## src/rtl/hazard_pkg.sv

```systemverilog
// Shared types and constants for the decode-stage register hazard scoreboard.
package hazard_pkg;

  localparam int unsigned NREG = 32;
  localparam int unsigned RW   = 5;

  localparam logic STG_E = 1'b0;
  localparam logic STG_M = 1'b1;

  typedef struct packed {
    logic valid;
    logic stage;
    logic load;
  } entry_t;

endpackage

```

## src/rtl/hazard_scoreboard_if.sv

```systemverilog
// Issue-point and decode-stage signals between the pipeline control path and the scoreboard.
interface hazard_scoreboard_if #(
  parameter int unsigned NREG = 32,
  parameter int unsigned RW   = 5
) ();

  logic            issue_en;
  logic            issue_regwrite;
  logic            issue_memtoreg;
  logic [RW-1:0]   issue_writereg;
  logic            flushE;
  logic [RW-1:0]   rsD;
  logic [RW-1:0]   rtD;
  logic            usesrsD;
  logic            usesrtD;
  logic            branchD;
  logic            stallD;
  logic [NREG-1:0] busy;

  modport master (
    output issue_en, issue_regwrite, issue_memtoreg, issue_writereg, flushE,
    output rsD, rtD, usesrsD, usesrtD, branchD,
    input  stallD, busy
  );

  modport slave (
    input  issue_en, issue_regwrite, issue_memtoreg, issue_writereg, flushE,
    input  rsD, rtD, usesrsD, usesrtD, branchD,
    output stallD, busy
  );

endinterface

```

## src/rtl/scoreboard_entry.sv

```systemverilog
// Pending-write tracker for one architectural register: issue into E, age E->M->retired.
module scoreboard_entry
  import hazard_pkg::*;
(
  input  logic   clk,
  input  logic   reset,
  input  logic   issue,
  input  logic   load,
  input  logic   flush,
  output entry_t entry
);

  entry_t entry_q, entry_d;

  always_comb begin
    entry_d = entry_q;
    if (issue) begin
      // Newest writer wins, even over an entry retiring from M on this edge.
      entry_d = '{valid: 1'b1, stage: STG_E, load: load};
    end else if (entry_q.valid) begin
      if (entry_q.stage == STG_E && !flush) begin
        entry_d.stage = STG_M;
      end else begin
        entry_d = '0;
      end
    end
  end

  always_ff @(posedge clk or negedge reset) begin
    if (!reset) begin
      entry_q <= '0;
    end else begin
      entry_q <= entry_d;
    end
  end

  assign entry = entry_q;

endmodule

```

## src/rtl/hazard_scoreboard.sv

```systemverilog
// Tracks in-flight E/M register writes and stalls decode on hazards forwarding cannot cover.
module hazard_scoreboard #(
  parameter int unsigned NREG = hazard_pkg::NREG,
  parameter int unsigned RW   = hazard_pkg::RW
) (
  input logic               clk,
  input logic               reset,
  hazard_scoreboard_if.slave sb
);
  import hazard_pkg::*;

  entry_t          ent [NREG];
  logic            issue_fire;
  logic [NREG-1:0] busy_vec;
  logic            stall_rs;
  logic            stall_rt;

  assign issue_fire = sb.issue_en & sb.issue_regwrite & ~sb.flushE &
                      (sb.issue_writereg != '0);

  assign ent[0] = '0;

  for (genvar r = 1; r < NREG; r++) begin : g_entry
    scoreboard_entry u_entry (
      .clk   (clk),
      .reset (reset),
      .issue (issue_fire && (sb.issue_writereg == RW'(r))),
      .load  (sb.issue_memtoreg),
      .flush (sb.flushE),
      .entry (ent[r])
    );
  end

  always_comb begin
    busy_vec = '0;
    for (int unsigned r = 0; r < NREG; r++) begin
      busy_vec[r] = ent[r].valid;
    end
  end

  // Branches compare in D and only see M-forwarded values, so they wait longer.
  function automatic logic src_stall(entry_t e, logic branch);
    return e.valid &&
           ((e.stage == STG_E && (e.load || branch)) ||
            (e.stage == STG_M && e.load && branch));
  endfunction

  always_comb begin
    stall_rs = sb.usesrsD && (sb.rsD != '0) && src_stall(ent[sb.rsD], sb.branchD);
    stall_rt = sb.usesrtD && (sb.rtD != '0) && src_stall(ent[sb.rtD], sb.branchD);
  end

  assign sb.stallD = stall_rs | stall_rt;
  assign sb.busy   = busy_vec;

endmodule

```

## src/flat_wrapper.sv

```systemverilog
// flat-port wrapper written by rule: the top's interface ports become plain ports
module hazard_scoreboard_flat import hazard_pkg::*;
#(
  parameter int unsigned NREG = hazard_pkg::NREG,
  parameter int unsigned RW   = hazard_pkg::RW
)
  (clk, reset, sb_issue_en, sb_issue_regwrite, sb_issue_memtoreg, sb_issue_writereg, sb_flushE, sb_rsD, sb_rtD, sb_usesrsD, sb_usesrtD, sb_branchD, sb_stallD, sb_busy);
  hazard_scoreboard_if #(.NREG(NREG), .RW(RW)) sb_i ();
  input logic clk;
  input logic reset;
  input wire logic [$bits(sb_i.issue_en)-1:0] sb_issue_en;
  input wire logic [$bits(sb_i.issue_regwrite)-1:0] sb_issue_regwrite;
  input wire logic [$bits(sb_i.issue_memtoreg)-1:0] sb_issue_memtoreg;
  input wire logic [$bits(sb_i.issue_writereg)-1:0] sb_issue_writereg;
  input wire logic [$bits(sb_i.flushE)-1:0] sb_flushE;
  input wire logic [$bits(sb_i.rsD)-1:0] sb_rsD;
  input wire logic [$bits(sb_i.rtD)-1:0] sb_rtD;
  input wire logic [$bits(sb_i.usesrsD)-1:0] sb_usesrsD;
  input wire logic [$bits(sb_i.usesrtD)-1:0] sb_usesrtD;
  input wire logic [$bits(sb_i.branchD)-1:0] sb_branchD;
  output wire logic [$bits(sb_i.stallD)-1:0] sb_stallD;
  output wire logic [$bits(sb_i.busy)-1:0] sb_busy;
  assign sb_i.issue_en = sb_issue_en;
  assign sb_i.issue_regwrite = sb_issue_regwrite;
  assign sb_i.issue_memtoreg = sb_issue_memtoreg;
  assign sb_i.issue_writereg = sb_issue_writereg;
  assign sb_i.flushE = sb_flushE;
  assign sb_i.rsD = sb_rsD;
  assign sb_i.rtD = sb_rtD;
  assign sb_i.usesrsD = sb_usesrsD;
  assign sb_i.usesrtD = sb_usesrtD;
  assign sb_i.branchD = sb_branchD;
  assign sb_stallD = sb_i.stallD;
  assign sb_busy = sb_i.busy;
  hazard_scoreboard #(.NREG(NREG), .RW(RW)) u_core (.clk(clk), .reset(reset), .sb(sb_i));
endmodule
```

## config.mk

```make
export PLATFORM = sky130hd
export DESIGN_NAME = hazard_scoreboard_flat
export DESIGN_NICKNAME = d
export VERILOG_FILES = /design/src/rtl/hazard_pkg.sv /design/src/rtl/hazard_scoreboard_if.sv /design/src/rtl/scoreboard_entry.sv /design/src/rtl/hazard_scoreboard.sv /design/src/flat_wrapper.sv
export SDC_FILE = /design/constraint.sdc
export NUM_CORES = 1
export LEC_CHECK = 0
export ABC_AREA = 0
export CORE_MARGIN = 8
export CORE_UTILIZATION = 34
export DETAILED_ROUTE_END_ITERATION = 12
export HOLD_SLACK_MARGIN = 0.03
export PLACE_DENSITY = 0.51
export SETUP_SLACK_MARGIN = 0.5
export SLEW_MARGIN = 10
export SYNTH_ARGS = -nofsm -noshare
export SYNTH_HDL_FRONTEND = slang
export SYNTH_HIERARCHICAL = 1
export SYNTH_SLANG_ARGS = --single-unit
```

## constraint.sdc

```tcl
create_clock -name clk -period 6.8 [get_ports clk]
set_input_delay 1.36 -clock clk [delete_from_list [all_inputs] [get_ports clk]]
set_output_delay 1.36 -clock clk [all_outputs]
set_load 0.1 [all_outputs]
```

==> results of run 1 <==
## worst max-delay path: stages
cell,delay (ps)
clkdlybuf4s50_1,1090
mux4_2,420
mux4_2,490
mux2_4,290
maj3_2,310
o21ai_2,230
buf_12,210
## through the flow
stage / hold WS [ps] / util
floorplan: 559 / -
global placement: 601 / 0.393
detailed placement: 606 / 0.393
CTS: 622 / 0.410
global route: 639 / 0.410
finish: 622 / 0.410
## final cells by class
type | count | area share
multi-input combinational | 374 | 0.488
tap | 220 | 0.0405
timing repair buffer | 60 | 0.0861
inverter | 3 | 0.00166
sequential | 93 | 0.342
clock buffer | 13 | 0.0383
clock inverter | 3 | 0.00294
## synthesized netlist by cell type
| master | number | area share |
|---|---|---|
| buf_4 | 1 | 0.0013 |
| nor2_1 | 35 | 0.023 |
| maj3_1 | 1 | 0.0017 |
| a22oi_1 | 5 | 0.0065 |
| or2_2 | 1 | 0.0011 |
| buf_2 | 5 | 0.0043 |
| a22o_1 | 32 | 0.049 |
| mux4_2 | 38 | 0.15 |
| or3b_1 | 31 | 0.047 |
| inv_1 | 3 | 0.0020 |
| nor3b_1 | 2 | 0.0026 |
| mux2_1 | 1 | 0.0020 |
| mux2_4 | 1 | 0.0026 |
| a21oi_2 | 31 | 0.047 |
| mux2i_1 | 5 | 0.0087 |
| conb_1 | 1 | 0.00065 |
| nand3_1 | 6 | 0.0052 |
| a21oi_1 | 1 | 0.00087 |
| nor3_1 | 1 | 0.00087 |
| nand2_1 | 11 | 0.0072 |
| mux2_2 | 7 | 0.014 |
| dfrtp_1 | 93 | 0.40 |
| o211ai_1 | 2 | 0.0026 |
| nand2b_1 | 64 | 0.070 |
| o31a_1 | 2 | 0.0030 |
| o22ai_1 | 1 | 0.0011 |
| a221oi_1 | 4 | 0.0061 |
| a2bb2oi_1 | 1 | 0.0015 |
| buf_12 | 1 | 0.0035 |
| maj3_2 | 1 | 0.0020 |
| or4b_1 | 1 | 0.0017 |
| buf_6 | 1 | 0.0020 |
| clkbuf_1 | 10 | 0.0065 |
| o21ai_2 | 1 | 0.0015 |
| o21ai_0 | 33 | 0.029 |
| mux4_1 | 9 | 0.041 |
| o31ai_1 | 2 | 0.0026 |
| nor2b_1 | 41 | 0.045 |
| and2_1 | 2 | 0.0022 |
## cells by family (layout without fill, tap and decap cells)
kind of cell               Yosys count  in the layout
AOI/OAI and AO/OA                  115            115
other                                1              1
adders and majority gates            2              2
DFF                                 93             93
buffers and inverters               21             79
and+or+nand+nor                    195            195
muxes                               61             61
## where the power goes
part | leakage, nW | total [W] | internal (W) | switching [W]
Combinational | 1.45 | 0.000265 | 0.000145 | 0.000120
Sequential | 1.19 | 0.000684 | 0.000608 | 0.0000757
Clock | 0.132 | 0.000485 | 0.000268 | 0.000218
## how the worst min path moves through the flow
stage	slack [ps]	end	startpoint
after global placement	600	u_core/g_entry[27].u_entry/entry[1]	u_core/g_entry[27].u_entry/entry[1]
final	620	u_core/g_entry[27].u_entry/entry[1]	u_core/g_entry[27].u_entry/entry[1]
after floorplan	560	u_core/g_entry[25].u_entry/entry[1]	u_core/g_entry[25].u_entry/entry[1]
after global routing	640	u_core/g_entry[4].u_entry/entry[1]	u_core/g_entry[4].u_entry/entry[1]
after CTS	620	u_core/g_entry[12].u_entry/entry[1]	u_core/g_entry[12].u_entry/entry[1]
after detailed placement	610	u_core/g_entry[12].u_entry/entry[1]	u_core/g_entry[12].u_entry/entry[1]
## per-layer routing
| metal | vias to the layer above | routed length [µm] |
|---|---|---|
| met4 | 0 | 279 |
| met1 | 2209 | 7400 |
| met3 | 17 | 794 |
| met5 | - | 0 |
| li1 | 1959 | - |
| met2 | 119 | 8050 |
==> run summary, run 1 <==
Run status -> finished, final reports clean
CP startpoint -> sb_rtD[1]
Mux contribution to synthesized area -> 0.217
Met3 Usage GRT -> 0.0309
Syn Std Cell Area -> 0.00576 mm²
Global-route wire length before repair -> 26300 µm
Met2 usage -> 0.259
Root Buffer -> clkbuf_16
Vias per cell -> 5.62
Fillcell total -> 1590
GR Overflow Total -> 0
FMAX -> 173 MHz
CTS tree -> done
R2r startpoint -> u_core/g_entry[4].u_entry/entry[2]
Post-DP Area -> 0.00652 mm²
Clock Pin Slew Worst Setup and Hold Paths -> 60 ps
FF+latch area -> 0.00233 mm²
Tmin final -> 5780 ps
RSZ-0062 raised after global routing -> false
Num rows -> 47
Die ar. -> 0.0214 mm²
Core ar. -> 0.0166 mm²
Worst Setup EP -> sb_stallD
Max Fanout on Critical Path -> 22
Simple-Gate Fraction of Synth Area -> 0.205
Max_cap viols -> 0
1st-pass router iterations -> 4
Seq cells post-synth -> 93
CTS Hold Buffers Added -> 0
Largest net degree at the start of global routing -> 65
R2r setup slk -> 5700 ps
Global Route met1 Usage -> 0.205
Synth Area in Compound Gates -> 0.150
Share of cells above drive strength 1 -> 0.189
Grt peak-use layer -> met2
Leakage -> 2.77 nW
Critical path endpoint category -> output port
Rel. slew slack -> 0.296
Nets -> 565
Vias post-DR -> 4304
Clk_lat worst skew -> 350 ps
Htree depth -> 3
Multi-input combinational cell area -> 0.00332 mm²
Final period utilization -> 0.851
Total track usage -> 0.158
Final antenna-violating net count -> 0
CP Data Arrival Time -> 4420 ps
Design Power -> 0.00143 W
Post-route insts no fill -> 766
Req. time, crit path -> 5440 ps
Number of global-route vias before repair -> 4464
Worst r2r path cells -> 2
Layout area overhead -> 18.1%
Die width -> 146 µm
PwrDens -> 211 mW/mm²
Hold crit path type -> reg -> reg
GP Congestion -> 0.830
Total wire length -> 16500 µm
Clock sinks -> 93
Mapped Cells -> 488
Number of remaining DRC errors -> 0
Initial antenna violation count -> 0
Setup WS pre-CTS -> 1020 ps
Post-CTS Setup Bufs -> 0
Worst-Margin Slew -> 1050 ps
Adder-cell share of the synthesized area -> 0.00369
Post_cts resized -> 0
Register area share after synthesis -> 0.404
Post-DP HPWL -> 11800 µm
Die height -> 146 µm
Clk_skew -> 2.86 ps
Antenna cells -> 0
DRT iter0 DRCs -> 425
Commonest non-fill, non-tap cell in the layout -> dfrtp_1
Syn Nets -> 512
DR WL/cell -> 21.6 µm
Commonest cells after routing, fill and taps aside -> dfrtp_1, nand2b_1, clkdlybuf4s50_1
WHS Path Cells -> 2
IO buf count -> 55
Count of final setup violators -> 0
Slew Viols, Final -> 0
Cell variety after synth -> 39
Design area -> 0.00680 mm²
Crit path kind -> in -> out
Synth Area in XOR/XNOR -> 0
DP Cell Count -> 750
Worst reg2reg endpoint -> u_core/g_entry[4].u_entry/entry[1]
Ys Warns -> 6
Fin worst setup slack -> 1020 ps
Avg Inst Size Synth -> 11.8 µm²
Final-report hold violation count -> 0
Worst setup SP type -> input pin
CTS Buffer Depth -> 2
CTS buffer count -> 9
IO Count -> 57
Max reg flops -> 93
Setup TNS -> 0 ps
VDD IR max -> 126 µV
Largest family of logic cells by synthesized area -> multiplexers
Initial Util -> 0.347
No activity file was read; power rests on OpenSTA's default activity.
==> run 2: changes to the inputs <==
--- a/config.mk
+++ b/config.mk
@@ -6,6 +6,7 @@
 export NUM_CORES = 1
 export LEC_CHECK = 0
 export ABC_AREA = 0
+export CORE_ASPECT_RATIO = 1.2
 export CORE_MARGIN = 8
 export CORE_UTILIZATION = 34
 export DETAILED_ROUTE_END_ITERATION = 12
==> run 2 against run 1 <==
  * Critical path depth unchanged
  * Sequential share of layout area decreased by 0.14 points
  * Via count decreased by 1.0%
  * Total power increased by 3.0%
==> run summary, run 2 (synthesized netlist as in run 1, its figures left out) <==
Worst-Margin Slew -> 1030 ps (-21.2 ps)
Combinational fraction of design power -> 0.179 (-0.006)
Share of cells above drive strength 1 -> 0.190 (+0.00183)
Die height -> 159 µm (+8.5%)
Nets -> 565 (unchanged)
R2r startpoint -> u_core/g_entry[8].u_entry/entry[2]
Antenna cells -> 0 (unchanged)
Net Sw Frac -> 0.277 (-0.0112)
IO Count -> 57 (unchanged)
Total track usage -> 0.164 (+0.00601)
Vias post-DR -> 4261 (-1.0%)
CP startpoint -> sb_rtD[1]
Largest net degree at the start of global routing -> 65 (unchanged)
GP Congestion -> 0.811 (-2.3%)
CTS buffer count -> 9 (unchanged)
Die width -> 135 µm (-7.8%)
Hold crit path type -> reg -> reg
Pint -> 0.00107 W (+4.6%)
GR Overflow Total -> 0 (unchanged)
DR WL/cell -> 21.9 µm (+1.4%)
RSZ-0062 raised after global routing -> false
Initial Util -> 0.344 (-0.00286)
Clk_lat worst skew -> 350 ps (about the same)
Layout area overhead -> 18.5%
Core ar. -> 0.0167 mm² (+0.83%)
Final period utilization -> 0.838 (-0.0129)
Critical path endpoint category -> output port
Crit path kind -> in -> out
Hold WS -> 609 ps (-13.9 ps)
Post-DP Area -> 0.00651 mm² (about the same)
Design area -> 0.00683 mm² (+0.40%)
Clock sinks -> 93 (unchanged)
Switching power total -> 0.000410 W (-1.0%)
Design Power -> 0.00148 W (+3.0%)
Max_cap viols -> 0 (unchanged)
Initial antenna violation count -> 0 (unchanged)
Number of global-route vias before repair -> 4513 (+1.1%)
Number of remaining DRC errors -> 0 (unchanged)
Htree depth -> 3 (unchanged)
CP Data Arrival Time -> 4340 ps (-80 ps)
Post-DP HPWL -> 11900 µm (+1.0%)
Req. time, crit path -> 5440 ps (about the same)
FMAX -> 176 MHz (+1.5%)
Commonest non-fill, non-tap cell in the layout -> dfrtp_1
Rel. slew slack -> 0.310 (+0.0142)
Die ar. -> 0.0214 mm² (about the same)
Vias per cell -> 5.59 (-0.48%)
IO buf count -> 55 (unchanged)
Max Fanout on Critical Path -> 21 (-4.5%)
1st-pass router iterations -> 5 (+1)
Worst setup SP type -> input pin
CTS tree -> done
CTS Buffer Depth -> 2 (unchanged)
CTS Hold Buffers Added -> 0 (unchanged)
Slew Viols, Final -> 0 (unchanged)
Post_cts resized -> 0 (unchanged)
Clk_skew -> 4.34 ps (+1.48 ps)
PwrDens -> 216 mW/mm² (+2.6%)
VDD IR max -> 124 µV (-1.3%)
Max reg flops -> 93 (unchanged)
Num rows -> 52 (+11%)
Run status -> finished, final reports clean
R2r setup slk -> 5680 ps (-20 ps)
Clock Pin Slew Worst Setup and Hold Paths -> 60 ps (about the same)
Global-route wire length before repair -> 26700 µm (+1.4%)
Setup TNS -> 0 ps (unchanged)
Commonest cells after routing, fill and taps aside -> dfrtp_1, nand2b_1, clkdlybuf4s50_1
Count of final setup violators -> 0 (unchanged)
Leakage -> 2.79 nW (+0.72%)
Total wire length -> 16700 µm (+0.82%)
Hold path startpoint -> u_core/g_entry[27].u_entry/entry[1]
Root Buffer -> clkbuf_16
Post-CTS Setup Bufs -> 0 (unchanged)
Tmin final -> 5700 ps (-87.7 ps)
Clock power frac -> 0.358 (+0.020)
Final-report hold violation count -> 0 (unchanged)
Sequential share of power -> 0.463 (-0.014)
DRT iter0 DRCs -> 273 (-36%)
Final antenna-violating net count -> 0 (unchanged)
Final Util -> 0.408 (-0.00173)
run 2: final cells by class:
type	instances	area (µm²)
Fill cell	1596	9900
Multi-Input combinational cell	374	3320
Sequential cell	93	2330
Timing Repair Buffer	60	586
Clock buffer	13	270
Tap cell	216	270
Clock inverter	3	42.5
Inverter	3	11.3
run 2: power by group through the flow:
stage	sequential [W]	combinational [W]	clock [W]
3_3_place_gp	0.000693	0.000259	0
6_report	0.000684	0.000265	0.000529
4_1_cts	0.000684	0.000267	0.000544
5_1_grt	0.000692	0.000289	0.000565
3_5_place_dp	0.000693	0.000266	0
2_1_floorplan	0.000660	0.000195	0
run 2: routing by layer:
| metal | global-route usage | up-vias | part of all wire |
|---|---|---|---|
| met2 | 0.263 | 109 | 0.49 |
| li1 | - | 1955 | - |
| met4 | 0.0825 | 0 | 0.029 |
| met1 | 0.205 | 2177 | 0.43 |
| met5 | 0 | - | 0 |
| met3 | 0.0341 | 20 | 0.049 |
run 2: stage by stage:
| stage | instances | worst slack [ps] |
|---|---|---|
| final | 762 | 1100 |
| after global routing | 762 | 988 |
| after CTS | 762 | 1100 |
| after detailed placement | 746 | 1100 |
| after global placement | 746 | 1130 |
| after floorplan | 488 | 1500 |
run 2: worst paths after layout:
kind | endpoint | cells after the start
max | sb_stallD | 7
max in group asynchronous | u_core/g_entry[23].u_entry/entry[2] | 2
max reg2reg | u_core/g_entry[8].u_entry/entry[1] | 2
min | u_core/g_entry[27].u_entry/entry[1] | 2
min in group asynchronous | u_core/g_entry[6].u_entry/entry[1] | 1
min reg2reg | u_core/g_entry[27].u_entry/entry[1] | 2
run 2: critical path: stages:
cell	delay, ps
clkdlybuf4s50_1	1090
mux4_1	420
mux4_2	500
mux2_4	270
maj3_2	310
o21ai_2	170
buf_12	200
==> run 3: changes to the inputs <==
==> constraint.sdc (replaced) <==
create_clock -name clk -period 5.7 [get_ports clk]
set_input_delay 1.14 -clock clk [delete_from_list [all_inputs] [get_ports clk]]
set_output_delay 1.14 -clock clk [all_outputs]
set_load 0.1 [all_outputs]
==> run 3 against run 2 <==
  * Register-to-register slack got worse by 1100 ps
  * Non-clock buffer count grew 2
  * Core utilization about the same
  * Wire length grew 1.1%
  * Clock skew grew 4.6 ps
  * Combinational power increased by 20%
  * Critical path depth rose by 1
  * Critical endpoint unchanged
  * Largest power group unchanged
==> run summary, run 3 (synthesized netlist as in run 1, its figures left out) <==
Setup TNS -> 0 ps (unchanged)
Core ar. -> 0.0167 mm² (unchanged)
Largest net degree at the start of global routing -> 63 (-3.1%)
Htree depth -> 3 (unchanged)
1st-pass router iterations -> 6 (+1)
FMAX -> 197 MHz
Die width -> 135 µm (unchanged)
Clock Pin Slew Worst Setup and Hold Paths -> 70 ps (about the same)
Post-DP HPWL -> 12100 µm (+1.8%)
DR WL/cell -> 22.1 µm (+0.88%)
Post-CTS Setup Bufs -> 0 (unchanged)
Leakage -> 2.80 nW (+0.29%)
CTS buffer count -> 9 (unchanged)
Total wire length -> 16900 µm (+1.1%)
Final period utilization -> 0.893
Initial antenna violation count -> 0 (unchanged)
Final Util -> 0.408 (about the same)
Clock sinks -> 93 (unchanged)
IO buf count -> 55 (unchanged)
Crit path buf inv count -> 3 (+1)
Critical path endpoint category -> output port
Final antenna-violating net count -> 0 (unchanged)
DRT iter0 DRCs -> 394 (+44%)
Max_cap viols -> 0 (unchanged)
Tmin final -> 5090 ps
Most frequent CP cell -> buf_12
Antenna cells -> 0 (unchanged)
Share of cells above drive strength 1 -> 0.193 (+0.00295)
Nets -> 567 (+0.35%)
CP max stage delay -> 590 ps (-500 ps)
Run status -> finished, final reports clean
Die height -> 159 µm (unchanged)
Hold WS -> 612 ps (+3.38 ps)
IO Count -> 57 (unchanged)
Crit path kind -> in -> out
Initial Util -> 0.344 (unchanged)
Commonest cells after routing, fill and taps aside -> dfrtp_1, nand2b_1, clkdlybuf4s50_1
Count of final setup violators -> 0 (unchanged)
PwrDens -> 252 mW/mm² (+17%)
Number of remaining DRC errors -> 0 (unchanged)
Vias per cell -> 5.65 (+0.96%)
Layout area overhead -> 18.6% (about the same)
Hold crit path type -> reg -> reg
Req. time, crit path -> 4560 ps (-880 ps)
Root Buffer -> clkbuf_16
Post_cts resized -> 0 (unchanged)
Rel. slew slack -> 0.331 (+0.0204)
Worst-path cell chain -> clkdlybuf4s50_1, buf_12, mux4_1, mux4_2, mux2_4, maj3_2, o21ai_2, buf_12
Family with the most delay on the worst path -> multiplexers
Die ar. -> 0.0214 mm² (unchanged)
Total track usage -> 0.163 (-0.00101)
Number of global-route vias before repair -> 4429 (-1.9%)
Worst-Margin Slew -> 1000 ps (-30.5 ps)
RSZ-0062 raised after global routing -> false
CP Data Arrival Time -> 3950 ps (-390 ps)
Max Fanout on Critical Path -> 26 (+24%)
Slowest CP cell -> mux4_1
Slew Viols, Final -> 0 (unchanged)
CTS tree -> done
CTS Hold Buffers Added -> 0 (unchanged)
Worst setup SP type -> input pin
Commonest non-fill, non-tap cell in the layout -> dfrtp_1
Clk_lat worst skew -> 350 ps (about the same)
Max reg flops -> 93 (unchanged)
Vias post-DR -> 4313 (+1.2%)
Global-route wire length before repair -> 26400 µm (-1.1%)
GP Congestion -> 0.811 (about the same)
Final-report hold violation count -> 0 (unchanged)
VDD IR max -> 126 µV (+1.9%)
CTS Buffer Depth -> 2 (unchanged)
GR Overflow Total -> 0 (unchanged)
Clk_skew -> 8.94 ps (+4.60 ps)
Num rows -> 52 (unchanged)
==> run 3: worst min-delay path, delay by kind of cell, from the launching register on <==
kind	cells	cell delay, ps
simple gates	1	100
compound gates	1	60
flops	1	420
==> run 3: layout make-up <==
cell class / count / area [µm²]
sequential: 93 / 2330
inverter: 3 / 11.3
clock buffer: 13 / 270
timing repair buffer: 62 / 613
clock inverter: 3 / 18.8
multi-input combinational: 374 / 3320
fill: 1561 / 9890
tap: 216 / 270
==> run 3: worst paths after layout <==
path | depth (start not counted) | to | slack (ps) | startpoint
min in group asynchronous | 1 | u_core/g_entry[6].u_entry/entry[1] | 790 | reset
worst max-delay path | 8 | sb_stallD | 610 | sb_rtD[0]
worst min-delay path | 2 | u_core/g_entry[2].u_entry/entry[1] | 610 | u_core/g_entry[2].u_entry/entry[1]
worst min register to register | 2 | u_core/g_entry[2].u_entry/entry[1] | 610 | u_core/g_entry[2].u_entry/entry[1]
worst max register to register | 2 | u_core/g_entry[12].u_entry/entry[1] | 4600 | u_core/g_entry[12].u_entry/entry[2]
max in group asynchronous | 2 | u_core/g_entry[22].u_entry/entry[0] | 3820 | reset
==> run 3: through the flow <==
step / setup slack, ps / total power, W / instance area [µm²] / cells
6_report: 612 / 0.00172 / 6830 / 764
5_1_grt: 527 / 0.00181 / 6830 / 764
4_1_cts: 593 / 0.00175 / 6830 / 764
3_5_place_dp: 594 / 0.00115 / 6540 / 748
3_3_place_gp: 628 / 0.00114 / 6540 / 748
2_1_floorplan: 839 / 0.00102 / 5760 / 488
==> run 3: power breakdown <==
part | switching [W] | total [W] | internal, W
clock network | 0.000257 | 0.000588 | 0.000331
registers | 0.0000913 | 0.000817 | 0.000725
logic | 0.000145 | 0.000319 | 0.000174
total | 0.000493 | 0.00172 | 0.00123
==> run 3: routing by layer <==
| layer | global-route usage | part of all wire | up-vias |
|---|---|---|---|
| li1 | - | - | 1948 |
| met1 | 0.201 | 0.43 | 2210 |
| met2 | 0.273 | 0.49 | 126 |
| met3 | 0.0341 | 0.054 | 29 |
| met4 | 0.0643 | 0.030 | 0 |
| met5 | 0 | 0 | - |
